[config.mk]
export PLATFORM = sky130hd
export DESIGN_NAME = iter_shifter
export DESIGN_NICKNAME = d
export VERILOG_FILES = /design/src/rtl/shifter_pkg.sv /design/src/rtl/iter_shifter_shift_step.sv /design/src/rtl/iter_shifter.sv
export SDC_FILE = /design/constraint.sdc
export NUM_CORES = 1
export LEC_CHECK = 0
export CAP_MARGIN = 5
export CORE_MARGIN = 5
export CORE_UTILIZATION = 30
export DETAILED_ROUTE_END_ITERATION = 6
export HOLD_SLACK_MARGIN = 0.1
export PLACE_DENSITY = 0.58
export RECOVER_POWER = 100
export SLEW_MARGIN = 20
export SYNTH_ARGS = -nofsm -noshare
export SYNTH_HDL_FRONTEND = slang
export SYNTH_SLANG_ARGS = --single-unit
[constraint.sdc]
create_clock -name clk -period 3 [get_ports clk]
set_clock_uncertainty 0.1 [all_clocks]
set_input_delay 0.6 -clock clk [delete_from_list [all_inputs] [get_ports clk]]
set_output_delay 0.6 -clock clk [all_outputs]
set_load 0.02 [all_outputs]
[src/rtl/shifter_pkg.sv]
// Shared definitions for the iterative shifter: operation codes, FSM states and a log2 helper.
package shifter_pkg;

    localparam logic [1:0] OP_SLL = 2'b00;
    localparam logic [1:0] OP_SRL = 2'b01;
    localparam logic [1:0] OP_SRA = 2'b10;
    localparam logic [1:0] OP_ROR = 2'b11;

    typedef enum logic {
        ST_IDLE  = 1'b0,
        ST_SHIFT = 1'b1
    } state_e;

    function automatic int clog2(input int value);
        int r;
        r = 0;
        while ((1 << r) < value) begin
            r = r + 1;
        end
        return r;
    endfunction

endpackage

[src/rtl/iter_shifter_shift_step.sv]
// Combinational single step of the iterative shifter: shifts acc by k bits according to op.
module shift_step
    import shifter_pkg::*;
#(
    parameter int WIDTH   = 32,
    parameter int SHAMT_W = 5
) (
    input  logic [WIDTH-1:0]   acc,
    input  logic [1:0]         op,
    input  logic [SHAMT_W-1:0] k,
    output logic [WIDTH-1:0]   shifted
);

    always_comb begin
        shifted = acc;
        case (op)
            OP_SLL:  shifted = acc << k;
            OP_SRL:  shifted = acc >> k;
            OP_SRA:  shifted = $signed(acc) >>> k;
            // Low half of the doubled word shifted right is a rotate-right by k.
            default: shifted = WIDTH'({acc, acc} >> k);
        endcase
    end

endmodule

[src/rtl/iter_shifter.sv]
// Multi-cycle shifter moving up to STEP bits per clock under a start/busy/done handshake.
// Macro ITER_SHIFTER_ROTATE_EN enables op=11 as rotate-right; otherwise op=11 passes data through.
module iter_shifter
    import shifter_pkg::*;
#(
    parameter  int WIDTH   = 32,
    parameter  int STEP    = 1,
    localparam int SHAMT_W = clog2(WIDTH)
) (
    input  logic               clk,
    input  logic               rst,
    input  logic               start,
    input  logic [1:0]         op,
    input  logic [SHAMT_W-1:0] shamt,
    input  logic [WIDTH-1:0]   data_in,
    output logic               busy,
    output logic               done,
    output logic [WIDTH-1:0]   result
);

`ifdef ITER_SHIFTER_ROTATE_EN
    localparam bit ROT_EN = 1'b1;
`else
    localparam bit ROT_EN = 1'b0;
`endif

    state_e             state_q, state_d;
    logic [WIDTH-1:0]   acc_q, acc_d;
    logic [SHAMT_W-1:0] rem_q, rem_d;
    logic [1:0]         op_q, op_d;
    logic               busy_q, busy_d;
    logic               done_q, done_d;
    logic [WIDTH-1:0]   result_q, result_d;
    logic [SHAMT_W-1:0] k;
    logic [WIDTH-1:0]   step_out;

    // A STEP that covers the whole word always finishes in one shift.
    generate
        if (STEP >= WIDTH) begin : g_full
            assign k = rem_q;
        end else begin : g_clip
            localparam logic [SHAMT_W-1:0] STEP_S = SHAMT_W'(STEP);
            assign k = (rem_q < STEP_S) ? rem_q : STEP_S;
        end
    endgenerate

    shift_step #(
        .WIDTH   (WIDTH),
        .SHAMT_W (SHAMT_W)
    ) u_step (
        .acc     (acc_q),
        .op      (op_q),
        .k       (k),
        .shifted (step_out)
    );

    always_comb begin
        state_d  = state_q;
        acc_d    = acc_q;
        rem_d    = rem_q;
        op_d     = op_q;
        busy_d   = busy_q;
        done_d   = 1'b0;
        result_d = result_q;
        case (state_q)
            ST_IDLE: begin
                if (start) begin
                    acc_d   = data_in;
                    op_d    = op;
                    rem_d   = shamt;
                    if (op == OP_ROR && !ROT_EN) begin
                        rem_d = '0;
                    end
                    busy_d  = 1'b1;
                    state_d = ST_SHIFT;
                end
            end
            ST_SHIFT: begin
                if (rem_q != '0) begin
                    acc_d = step_out;
                    rem_d = rem_q - k;
                end else begin
                    result_d = acc_q;
                    done_d   = 1'b1;
                    busy_d   = 1'b0;
                    state_d  = ST_IDLE;
                end
            end
            default: state_d = ST_IDLE;
        endcase
    end

    always_ff @(posedge clk or posedge rst) begin
        if (rst) begin
            state_q  <= ST_IDLE;
            acc_q    <= '0;
            rem_q    <= '0;
            op_q     <= OP_SLL;
            busy_q   <= 1'b0;
            done_q   <= 1'b0;
            result_q <= '0;
        end else begin
            state_q  <= state_d;
            acc_q    <= acc_d;
            rem_q    <= rem_d;
            op_q     <= op_d;
            busy_q   <= busy_d;
            done_q   <= done_d;
            result_q <= result_d;
        end
    end

    assign busy   = busy_q;
    assign done   = done_q;
    assign result = result_q;

endmodule

Word-level counts from Yosys, hierarchy flattened
Index checks and enable logic that the tools add are counted.
Cells by class
  add/subtract/negate cells: 1
  order comparisons: 1
  eq/ne operators: 6
  shifts and indexed selects: 4
  mux-type cells: 17
  bitwise operators: 2
  reductions and logical operators: 6
Operators with widths (count)
  $pmux 32 s3: 1
  $mux 32: 2
  $pmux 32 s2: 1
  $shr 64x5->32: 1
  $shl 32x5->32: 1
  $shr 32x5->32: 1
  $sshr 32x5->32: 1
  $mux 5: 4
  $pmux 5 s2: 1
  $reduce_and 2->1: 4
  $mux 1: 6
  $lt 5x1->1 const B: 1
  $reduce_bool 5->1: 1
  $sub 5x5->5: 1
  $eq 2x2->1 const B: 2
  $ne 2x2->1 const B: 2
  $pmux 1 s2: 2
  $eq 2x1->1 const B: 1
  $logic_not 2->1: 1
  $ne 2x1->1 const B: 1
  $not 1->1: 2
Word-level totals
  bits in registers: 74
  input bits: 42
  output and inout port bits: 34
  logic and storage cells: 44

Logic depth before layout (Yosys ltp)
  depth in word-level cells: 6
  mapped depth: 7
  mapped depth without buffers: 6

Hierarchy
From an unflattened synthesis, not the netlist that was laid out.
Second synthesis, totals
  cell total of the unflattened synthesis: 944
  area, all modules: 8333.0 um2
Modules (own cells, without submodules)
  shift_step: times used 1, cells an instance 716, area each 5013.6 um2, seq. area each 0.0 um2
  iter_shifter: times used 1, cells an instance 228, area each 3319.4 um2, seq. area each 1851.8 um2

Worst setup path after synthesis
No wires, ideal clock.
  path kind: reg-to-reg
  start point: register rem_q[2]
  end point: register result_q[10], in the netlist result[10]
  setup time: 125 ps
  data arrival time: 1704 ps
  data required time: 2775 ps
  setup slack: 1071 ps
  stages on the path, launching flop included: 7
  buffers on the path: 3
  path through: dfrtp_1 > or3_1 > buf_2 > or2_1 > buf_6 > buf_6 > mux2_4
On the way
  longest elaborated chain between the ends: 3
Ends and longest elaborated chain
  from (decl): line iter_shifter.sv:29  | logic [SHAMT_W-1:0] rem_q, rem_d;
  from (signal assigned): line iter_shifter.sv:105  | rem_q <= rem_d;
  $reduce_bool 5->1: line iter_shifter.sv:79  | if (rem_q != '0) begin
  $not 1->1 (no line)
  $reduce_and 2->1 (no line)
  to (signal assigned): line iter_shifter.sv:109  | result_q <= result_d;
  to (decl): line iter_shifter.sv:33  | logic [WIDTH-1:0] result_q, result_d;
No other way between the ends.
A chain may end at the register's enable or synchronous reset.

Final worst setup path
  start point: register rem_q[2]
  end point: register acc_q[6]
On the way
  longest elaborated chain between the ends: 6
Ends and longest elaborated chain
  $lt 5x1->1: line iter_shifter.sv:43  | assign k = (rem_q < STEP_S) ? rem_q : STEP_S;
  $mux 5: line iter_shifter.sv:43
  $shr 64x5->32 (tied with other cells): line iter_shifter_shift_step.sv:21  | default: shifted = WIDTH'({acc, acc} >> k);
  $pmux 32 s3: line iter_shifter_shift_step.sv:16  | case (op)
  $mux 32: line iter_shifter.sv:79
  $pmux 32 s2: line iter_shifter.sv:65  | case (state_q)
  to (signal assigned): line iter_shifter.sv:96  | acc_q <= '0;
  to (signal assigned): line iter_shifter.sv:104  | acc_q <= acc_d;
  to (decl): line iter_shifter.sv:28  | logic [WIDTH-1:0] acc_q, acc_d;
Several ways; a longest one is shown, not always the timed one. The select of a mux whose other input is x is not followed.

==> metrics.cfg <==
[worst_setup_path]
worst_reg_to_reg_path_cell_count = 5
path_max_fanout = 35
cell_type_of_the_slowest_stage_on_the_worst_timing_path = clkbuf_2
timing.setup.critical_path_class = reg -> reg
reg2reg_to = acc_q[6]$_DFFE_PP0P_
cp_cell_sequence = or3_1 -> buf_4 -> o31a_1 -> clkbuf_2 -> a221oi_1
regToRegSetupSlack_ns = 0.45
timing.critical_path.from_type = register
crit_path_end_kind = register
slowest_delay_ns = 0.46
critical_path.reg2reg.startpoint = rem_q[2]$_DFFE_PP0P_
cp.required_ns = 3.11
worstPathArrival_ns = 2.67

[finish]
layout_area_overhead_pct = 27.5
layout_cell_share_with_drive_strength_beyond_1 = 0.0844
fin_nets = 417
num_antenna_cells = 0

[synth]
yosysWarnings = 0
synth-simple-area-share = 0.0735
synth_fa_ha_area_frac = 0.00324
synth_compound_gate_area_share = 0.117
synth.net_count = 349
synth.top_cell.area_share = 0.479
combinational_family_with_the_most_area_after_synthesis = multiplexers
netlist_area_sq_um = 3860
post_synth_num_cell_types = 40
post_synthesis_sequential_element_count = 74
synthTopCellsByArea = dfrtp_1, mux2i_1, mux2_4, a221oi_1, nor3_1
synth.mux.area_fraction = 0.284
yosys.area.top_type = dfrtp_1
synthXorXnorAreaFrac = 0.00227
netlist_instances = 306
share_of_synthesized_area_occupied_by_flip_flops_and_latches = 0.479
synth.avg_cell_area_sq_um = 12.6

[grt]
via_count_of_the_first_global_routing_pass = 2913
grt_remaining_overflow = 0
largest_net_degree_at_the_start_of_global_routing = 39
grt_first_pass_wirelength_mm = 15.9
antenna_found_initial = 0
grt_util_all_layers = 0.133

[floorplanning]
start_util = 0.306
die_width_microns = 123
dieArea_sq_um = 15200
io_pins = 76
dieHeight_microns = 123
floorplan.rows = 41
core_area_sq_um = 12600

[sta]
whs_ns = 0.384
min_period_ns = 2.55
maxSlewHeadroom = -0.180
finalMaxSlewViolations = 38
rsz_0062_raised_after_global_routing = false
max_slew.worst_pin.slew_ns = 1.76
max_freq_mhz = 392
setup-violations-final = 0
totalNegativeSetupSlack_ns = 0
fin_crit_sh = 0.851
final_hold_viol_count = 0

[clocking]
clkTransAtPathRegs_ns = 0.06
htree_num_levels = 3
postCtsHoldBufs = 0
cts_post_setup_buffers_inserted = 0
cts.sinks = 74
clk_latency_ns = 0.33
ctsRootBufferMaster = clkbuf_16
post_cts.resized_instances = 0
cts_tree = built
tritoncts.num_buffers = 9
clockBufferDepth = 2

[routing]
detail_route.vias_per_cell = 5.01
number_of_antenna_violating_nets_in_the_routed_design = 0
drt_pre_antenna_iters = 4
drt_iter0_markers = 117
wl_per_cell_microns = 17.5
route.vias.total = 2758
route.final.wire_length_mm = 9.65
detail_route.drc_violations = 0

[power_and_ir_drop]
p_per_area_nw_per_um2 = 1130
vdd.ir_drop.worst_mv = 0.422
power_mw = 5.56
p_leak_nw = 1.97

[min_path]
hold_start = busy$_DFFE_PP0P_
type_of_the_worst_min_delay_path = reg -> reg
holdPathStages = 1
hold_end = busy$_DFFE_PP0P_

[job]
max_cap_violations = 1

[place]
gpl.final_weighted_congestion = 0.707
place_hpwl_mm = 6.46
place.port_buffers = 75

[outcome]
run_status = finished, violations left
failed_checks = capacitance limit, slew limit

==> metrics by stage <==
| step | utilization | cell area (sq um) | instances | setup slack [ns] |
|---|---|---|---|---|
| CTS | 0.400 | 5050 | 551 | 0.630 |
| finish | 0.390 | 4920 | 551 | 0.447 |
| global route | 0.390 | 4920 | 551 | 0.318 |
| detailed placement | 0.378 | 4760 | 535 | 0.630 |
| floorplan | - | 3860 | 306 | 0.418 |
| global placement | 0.378 | 4760 | 535 | 0.690 |
==> layer usage <==
metal | global-route usage | vias up | routed length [microns]
li1 | - | 1311 | -
met3 | 0.0293 | 13 | 466
met2 | 0.208 | 65 | 4470
met1 | 0.182 | 1369 | 4600
met4 | 0.0436 | 0 | 118
met5 | 0 | - | 0
==> cell families after synthesis <==
| kind of cell | after synthesis |
|---|---|
| mux | 95 |
| simple gates | 55 |
| xor+xnor | 1 |
| compound gates | 49 |
| fa+ha+maj | 1 |
| buf+inv | 31 |
| flops | 74 |
==> worst max path at each step <==
stage	from	to	slack (ns)	cells past startpoint
finish	rem_q[2]$_DFFE_PP0P_	acc_q[6]$_DFFE_PP0P_	0.45	5
global route	rem_q[2]$_DFFE_PP0P_	acc_q[8]$_DFFE_PP0P_	0.32	5
CTS	state_q$_DFF_PP0_	result[8]$_DFFE_PP0P_	0.63	4
detailed placement	state_q$_DFF_PP0_	result[8]$_DFFE_PP0P_	0.63	4
global placement	state_q$_DFF_PP0_	result[7]$_DFFE_PP0P_	0.69	4
floorplan	rst	acc_q[0]$_DFFE_PP0P_	0.42	1
==> layout make-up <==
cell class / count / area, sq um
Clock inverter: 5 / 55.1
Sequential cell: 74 / 1850
Tap cell: 172 / 215
Timing Repair Buffer: 83 / 811
Multi-Input combinational cell: 201 / 1740
Fill cell: 1288 / 7690
Inverter: 5 / 20.0
Clock buffer: 11 / 233
==> where the power goes <==
group          leakage [nW]  total (mW)  internal, mW  switching (mW)
registers             0.822        1.96          1.50           0.462
clock network         0.136        1.05         0.642           0.410
logic                  1.01        2.55          1.22            1.33
==> flip-flops by register name, indices dropped and copies added, names as in the netlist <==
signal	count
busy	1
acc_q	32
done	1
rem_q	5
state_q	1
op_q	2
result	32
==> synth_stat cells <==
master / instances
o21a_1: 1
o22ai_1: 2
xor2_1: 1
inv_2: 1
o211ai_1: 1
clkbuf_1: 15
nor4_1: 1
a21oi_1: 1
mux2i_1: 63
nor2b_1: 3
nor3_1: 32
a221oi_2: 8
a21boi_0: 1
o21ai_0: 2
dfrtp_1: 74
buf_6: 5
or4b_2: 1
nand2_1: 7
nor2_1: 2
buf_1: 2
nand3_1: 4
a31o_2: 1
mux2_1: 4
a31oi_1: 2
a311oi_1: 1
or2_1: 1
inv_1: 4
ha_1: 1
or4_1: 1
nand2b_1: 1
a21o_1: 1
mux2_4: 28
o2bb2ai_1: 1
or3b_1: 1
o31a_1: 1
or3_1: 1
a221oi_1: 24
a22oi_1: 1
o21bai_1: 1
buf_2: 4
==> worst max-delay path: cells and delay by family (launching register included) <==
kind | cells | cell delay (ns)
AO/OA/AOI/OAI | 2 | 0.75
buffers and inverters | 2 | 0.73
flip-flops | 1 | 0.43
AND/OR/NAND/NOR | 1 | 0.40
==> placed cells by master (no fill, tap or decap), types with 3 or more instances in the layout <==
cell,instances
dfrtp_1,74
mux2i_1,63
clkdlybuf4s50_1,39
dlygate4sd3_1,35
nor3_1,32
mux2_1,31
a221oi_1,27
clkbuf_16,9
nand2_1,7
a221oi_2,5
buf_4,5
inv_1,4
nand3_1,4
clkbuf_1,4
nor2b_1,3
Note: power is estimated with default switching activity, not from simulation.
==> edit 1, RTL diff (same flow settings) <==
Change the localparam `ROT_EN` from 1'b0 to 1'b1.
--- a/src/rtl/iter_shifter.sv
+++ b/src/rtl/iter_shifter.sv
@@ -22,5 +22,5 @@
     localparam bit ROT_EN = 1'b1;
 `else
-    localparam bit ROT_EN = 1'b0;
+    localparam bit ROT_EN = 1'b1;
 `endif
 
Check against the original RTL: not equivalent (a bounded check fails within 4 cycles, from zero or initial values and one cycle with rst high).
==> edit 1 against the unedited design <==
Total power up 1.5%. Synthesized area down 2.2%. Clock power up 9.5%. Sequential cell count unchanged. Maximum frequency up 8.6%. Routed wire length down 4.5%. Non-clock buffer count down 1. Die area down 2.0%. Utilization up 1.1 points. Sequential power about the same. Global-route usage down 0.34 points. Worst setup slack better by 0.20 ns. Design area up 1.6%.
==> edit 1: results (changes against the unedited design) <==
Outcome
  • Status: finished clean

Place
  • Cells after DPL: 563 (+5.2%)
  • Gpl congestion: 0.7293 (+3.2%)
  • DP HPWL: 6.175 mm (-4.4%)
  • Pre-CTS setup slack: 0.9890 ns (+0.3593 ns)
  • Dpl cell area: 4697 um2 (-1.4%)

Setup path
  • Worst flop-to-flop path endpoint: result[15]
  • Flop2flop setup slack: 0.65 ns (+0.20 ns)
  • Crit-path max cell delay: 0.64 ns (+0.18 ns)
  • CP max stage cell: nor3_1
  • FF-to-FF path depth: 4 (-1)

Yosys
  • Syn_nets: 377 (+8.0%)
  • Netlist cell types: 34 (-15%)
  • Seq/Total Area, Yosys: 49.02% (+1.1 points)
  • Syn avg cell area: 11.31 um2 (-10%)
  • Most frequent cells after synthesis: dfrtp_1 (74), inv_1 (37), nor2b_1 (33)
  • Synth area leaders: dfrtp_1 (49%), mux2i_1 (8.2%), a221oi_1 (7.4%)

Pwr
  • Internal power: 3.533 mW (+5.2%)
  • Leakage: 2.087 nW (+6.0%)

Global routing
  • First-pass GRT wire length: 15.24 mm (-4.0%)
  • Largest net degree at the start of global routing: 75 (+92%)
  • GRT Resource Usage Total: 12.93% (-0.34 points)
  • Vias in the first global route: 2899 (-0.48%)

Cells and area
  • Nets: 445 (+6.7%)
  • Layout cells sized above 1: 10.32% (+1.9 points)

Worst hold path
  • Hold EP: result[29]
  • Min-delay src: result[29]

Route
  • Drt total wl: 9.211 mm (-4.5%)
  • Vias per cell: 4.915 (-1.8%)
  • Initial DRC Count: 146 (+25%)

Timing
  • Worst Hold Slack: 0.3761 ns (-0.007844 ns)
==> edit 1: cell families (layout without fill, tap and decap cells) <==
kind of cell    Yosys count  count (layout)  synth area share, %
mux                      63              63                17.75
buf+inv                  62             135                7.718
fa+ha+maj                 1               1               0.3312
compound gates           78              78                16.56
simple gates             56              56                8.613
flops                    74              74                49.02
==> edit 1: how the worst max path moves through the flow <==
stage / cells past startpoint / to / startpoint / slack [ns]
6_report: 4 / result[15] / rem_q[2] / 0.65
5_1_grt: 4 / acc_q[0] / start / 0.45
4_1_cts: 4 / result[24] / rem_q[2] / 0.98
3_5_place_dp: 5 / acc_q[7] / start / 0.99
3_3_place_gp: 4 / result[22] / rem_q[2] / 1.02
2_1_floorplan: 1 / acc_q[0] / rst / 0.42
==> edit 1: critical path, delay by kind of cell, from the launching register on <==
family	cells	cell delay (ns)
buffers and inverters	1	0.38
flip-flops	1	0.42
multiplexers	1	0.38
AND/OR/NAND/NOR	2	0.94
==> edit 1: per-layer routing <==
metal | up-vias | part of all wire, % | track usage, %
met4 | 0 | 1.2 | 3.989
li1 | 1353 | - | -
met2 | 65 | 48 | 20.37
met5 | - | 0 | 0
met1 | 1420 | 46 | 17.40
met3 | 8 | 5.2 | 3.502
==> edit 1: power by group through the flow <==
stage,clock network [mW],logic [mW],registers [mW]
detailed placement,0,2.65,2.00
finish,1.15,2.52,1.96
global route,1.23,2.79,2.04
global placement,0,2.58,1.98
CTS,1.19,2.66,1.98
floorplan,0,1.56,2.13
==> edit 1: cell type report <==
cell class	instances	area, um2
Sequential cell	74	1852
Clock buffer	11	242.7
Tap cell	172	215.2
Multi-Input combinational cell	198	1643
Inverter	37	140.1
Fill cell	1206	7461
Timing Repair Buffer	82	834.6
Clock inverter	5	77.57
==> edit 2, RTL diff (same settings) <==
Without the edit above. Register the output `result` once more, cleared by the reset; this adds one clock of latency there. The other outputs are not delayed to match.
--- a/src/rtl/iter_shifter.sv
+++ b/src/rtl/iter_shifter.sv
@@ -113,5 +113,11 @@
     assign busy   = busy_q;
     assign done   = done_q;
-    assign result = result_q;
+    always_ff @(posedge clk or posedge rst) begin
+        if (rst) begin
+            result <= '0;
+        end else begin
+            result <= result_q;
+        end
+    end
 
 endmodule
Formal check against the unedited RTL: not equivalent (a bounded check fails within 4 cycles, from zero or initial values and one cycle with rst high).
==> edit 2 against the unedited design <==
Worst setup slack got worse by 0.073 ns. Total power increased by 7.2%. Global-route usage decreased by 1.1 points. Design area increased by 11%. Sequential cell count increased by 32. Routed wire length increased by 1.3%. Largest cell class unchanged. Critical endpoint is now acc_q[31]. Utilization increased by 0.34 points. First-iteration DRC count increased by 52%. Highest routed layer unchanged. Synthesized area increased by 9.5%. Clock power increased by 27%.
==> edit 2: results (changes against the unedited design) <==
Route
  • Vias post-DR: 2953 (+7.1%)
  • Initial DRC Count: 178 (+52%)
  • Drt first pass iters: 5 (+1)

Timing
  • Worst Hold Slack: 0.2745 ns (-0.1095 ns)
  • Fmax: 380.7 MHz (-2.8%)
  • Rel. slew slack: 3.009% (+21 points)

Pwr
  • Peak supply drop: 429.5 uV (+1.8%)
  • Leakage: 2.424 nW (+23%)

Yosys
  • FFs w/ async S/R, synth: 100.0% (unchanged)
  • Synth area leaders: dfrtp_1 (63%), mux2_2 (8.8%), a221o_1 (6.9%)
  • Seq/Total Area, Yosys: 62.70% (+15 points)
  • Netlist cell types: 38 (-5.0%)
  • Most frequent cells after synthesis: dfrtp_1 (106), nand2_1 (34), mux2_2 (33)
  • Syn_nets: 380 (+8.9%)

Setup path
  • Flop2flop setup slack: 0.37 ns (-0.07 ns)
  • CP max stage cell: or2_1
  • Max FO, Critical Path: 19 (-46%)
  • Critical Path AT: 2.81 ns (+0.14 ns)
  • Crit-path max cell delay: 0.51 ns (+0.05 ns)

Global routing
  • Largest net degree at the start of global routing: 107 (+170%)
  • First-pass GRT wire length: 15.75 mm (-0.83%)
  • GRT Resource Usage Total: 12.15% (-1.1 points)

Place
  • DP HPWL: 6.436 mm (-0.39%)
  • Gpl congestion: 0.7416 (+4.9%)

Clock tree
  • Clk Latency, worst-skew pair: 0.35 ns (+0.02 ns)

Outcome
  • Status: finished clean

Cells and area
  • Nets: 451 (+8.2%)
==> edit 2: changes by cell type in the layout (fill, tap and decap cells not counted), sizes merged, moves of 4 or more <==
cell    before  now
o21ai        2   32
a221o        0   29
inv          4    8
a21oi        1   31
mux2i       63    1
a221oi      32    1
nor3        32    0
dfrtp       74  106
nand2        7   34
==> edit 2: final cells by class <==
type	count	area [um2]
Timing Repair Buffer	85	817.0
Clock buffer	9	225.2
Sequential cell	106	2653
Clock inverter	5	103.9
Tap cell	180	225.2
Inverter	8	33.78
Fill cell	1338	8417
Multi-Input combinational cell	198	1406
==> edit 2: cell families after synthesis <==
kind of cell | count (synthesis) | share of synthesized area (%)
compound gates | 111 | 18.28
fa+ha+maj | 1 | 0.2957
buf+inv | 33 | 3.668
flops | 106 | 62.70
mux | 34 | 9.021
simple gates | 52 | 6.034
==> edit 2: metal layers <==
layer  vias up  global-route usage [%]  part of all wire (%)
met5         -                       0                     0
met3        13                   3.653                   5.1
met1      1492                   15.94                    45
li1       1377                       -                     -
met4         0                   4.818                   1.7
met2        71                   18.90                    48
==> edit 2: power breakdown <==
group	switching, mW	leakage [nW]	internal [mW]	total, mW
combinational	1.14	0.888	1.05	2.19
clock	0.518	0.162	0.808	1.33
sequential	0.437	1.37	2.00	2.44
==> edit 2: path summary, 6_finish.rpt <==
check,from,endpoint,depth (start not counted)
max,rem_q[1],acc_q[31],6
max reg2reg,rem_q[1],acc_q[31],6
min in group asynchronous,rst,rem_q[0],3
max in group asynchronous,rst,result[25],3
min reg2reg,result_q[27],result[27],0
min,result_q[27],result[27],0
==> edit 2: stage by stage <==
| step | cell area (um2) | std cells | total power [mW] |
|---|---|---|---|
| after floorplan | 4234 | 337 | 3.976 |
| after global placement | 5182 | 577 | 4.688 |
| after detailed placement | 5182 | 577 | 4.787 |
| after CTS | 5512 | 591 | 6.136 |
| after global routing | 5464 | 591 | 6.320 |
| final | 5464 | 591 | 5.956 |
==> edit 2: worst max-delay path: cells and delay by family (launching register included) <==
family          cells  cell delay, ns
compound gates      1            0.12
flops               1            0.47
simple gates        3            1.27
buf+inv             2            0.59
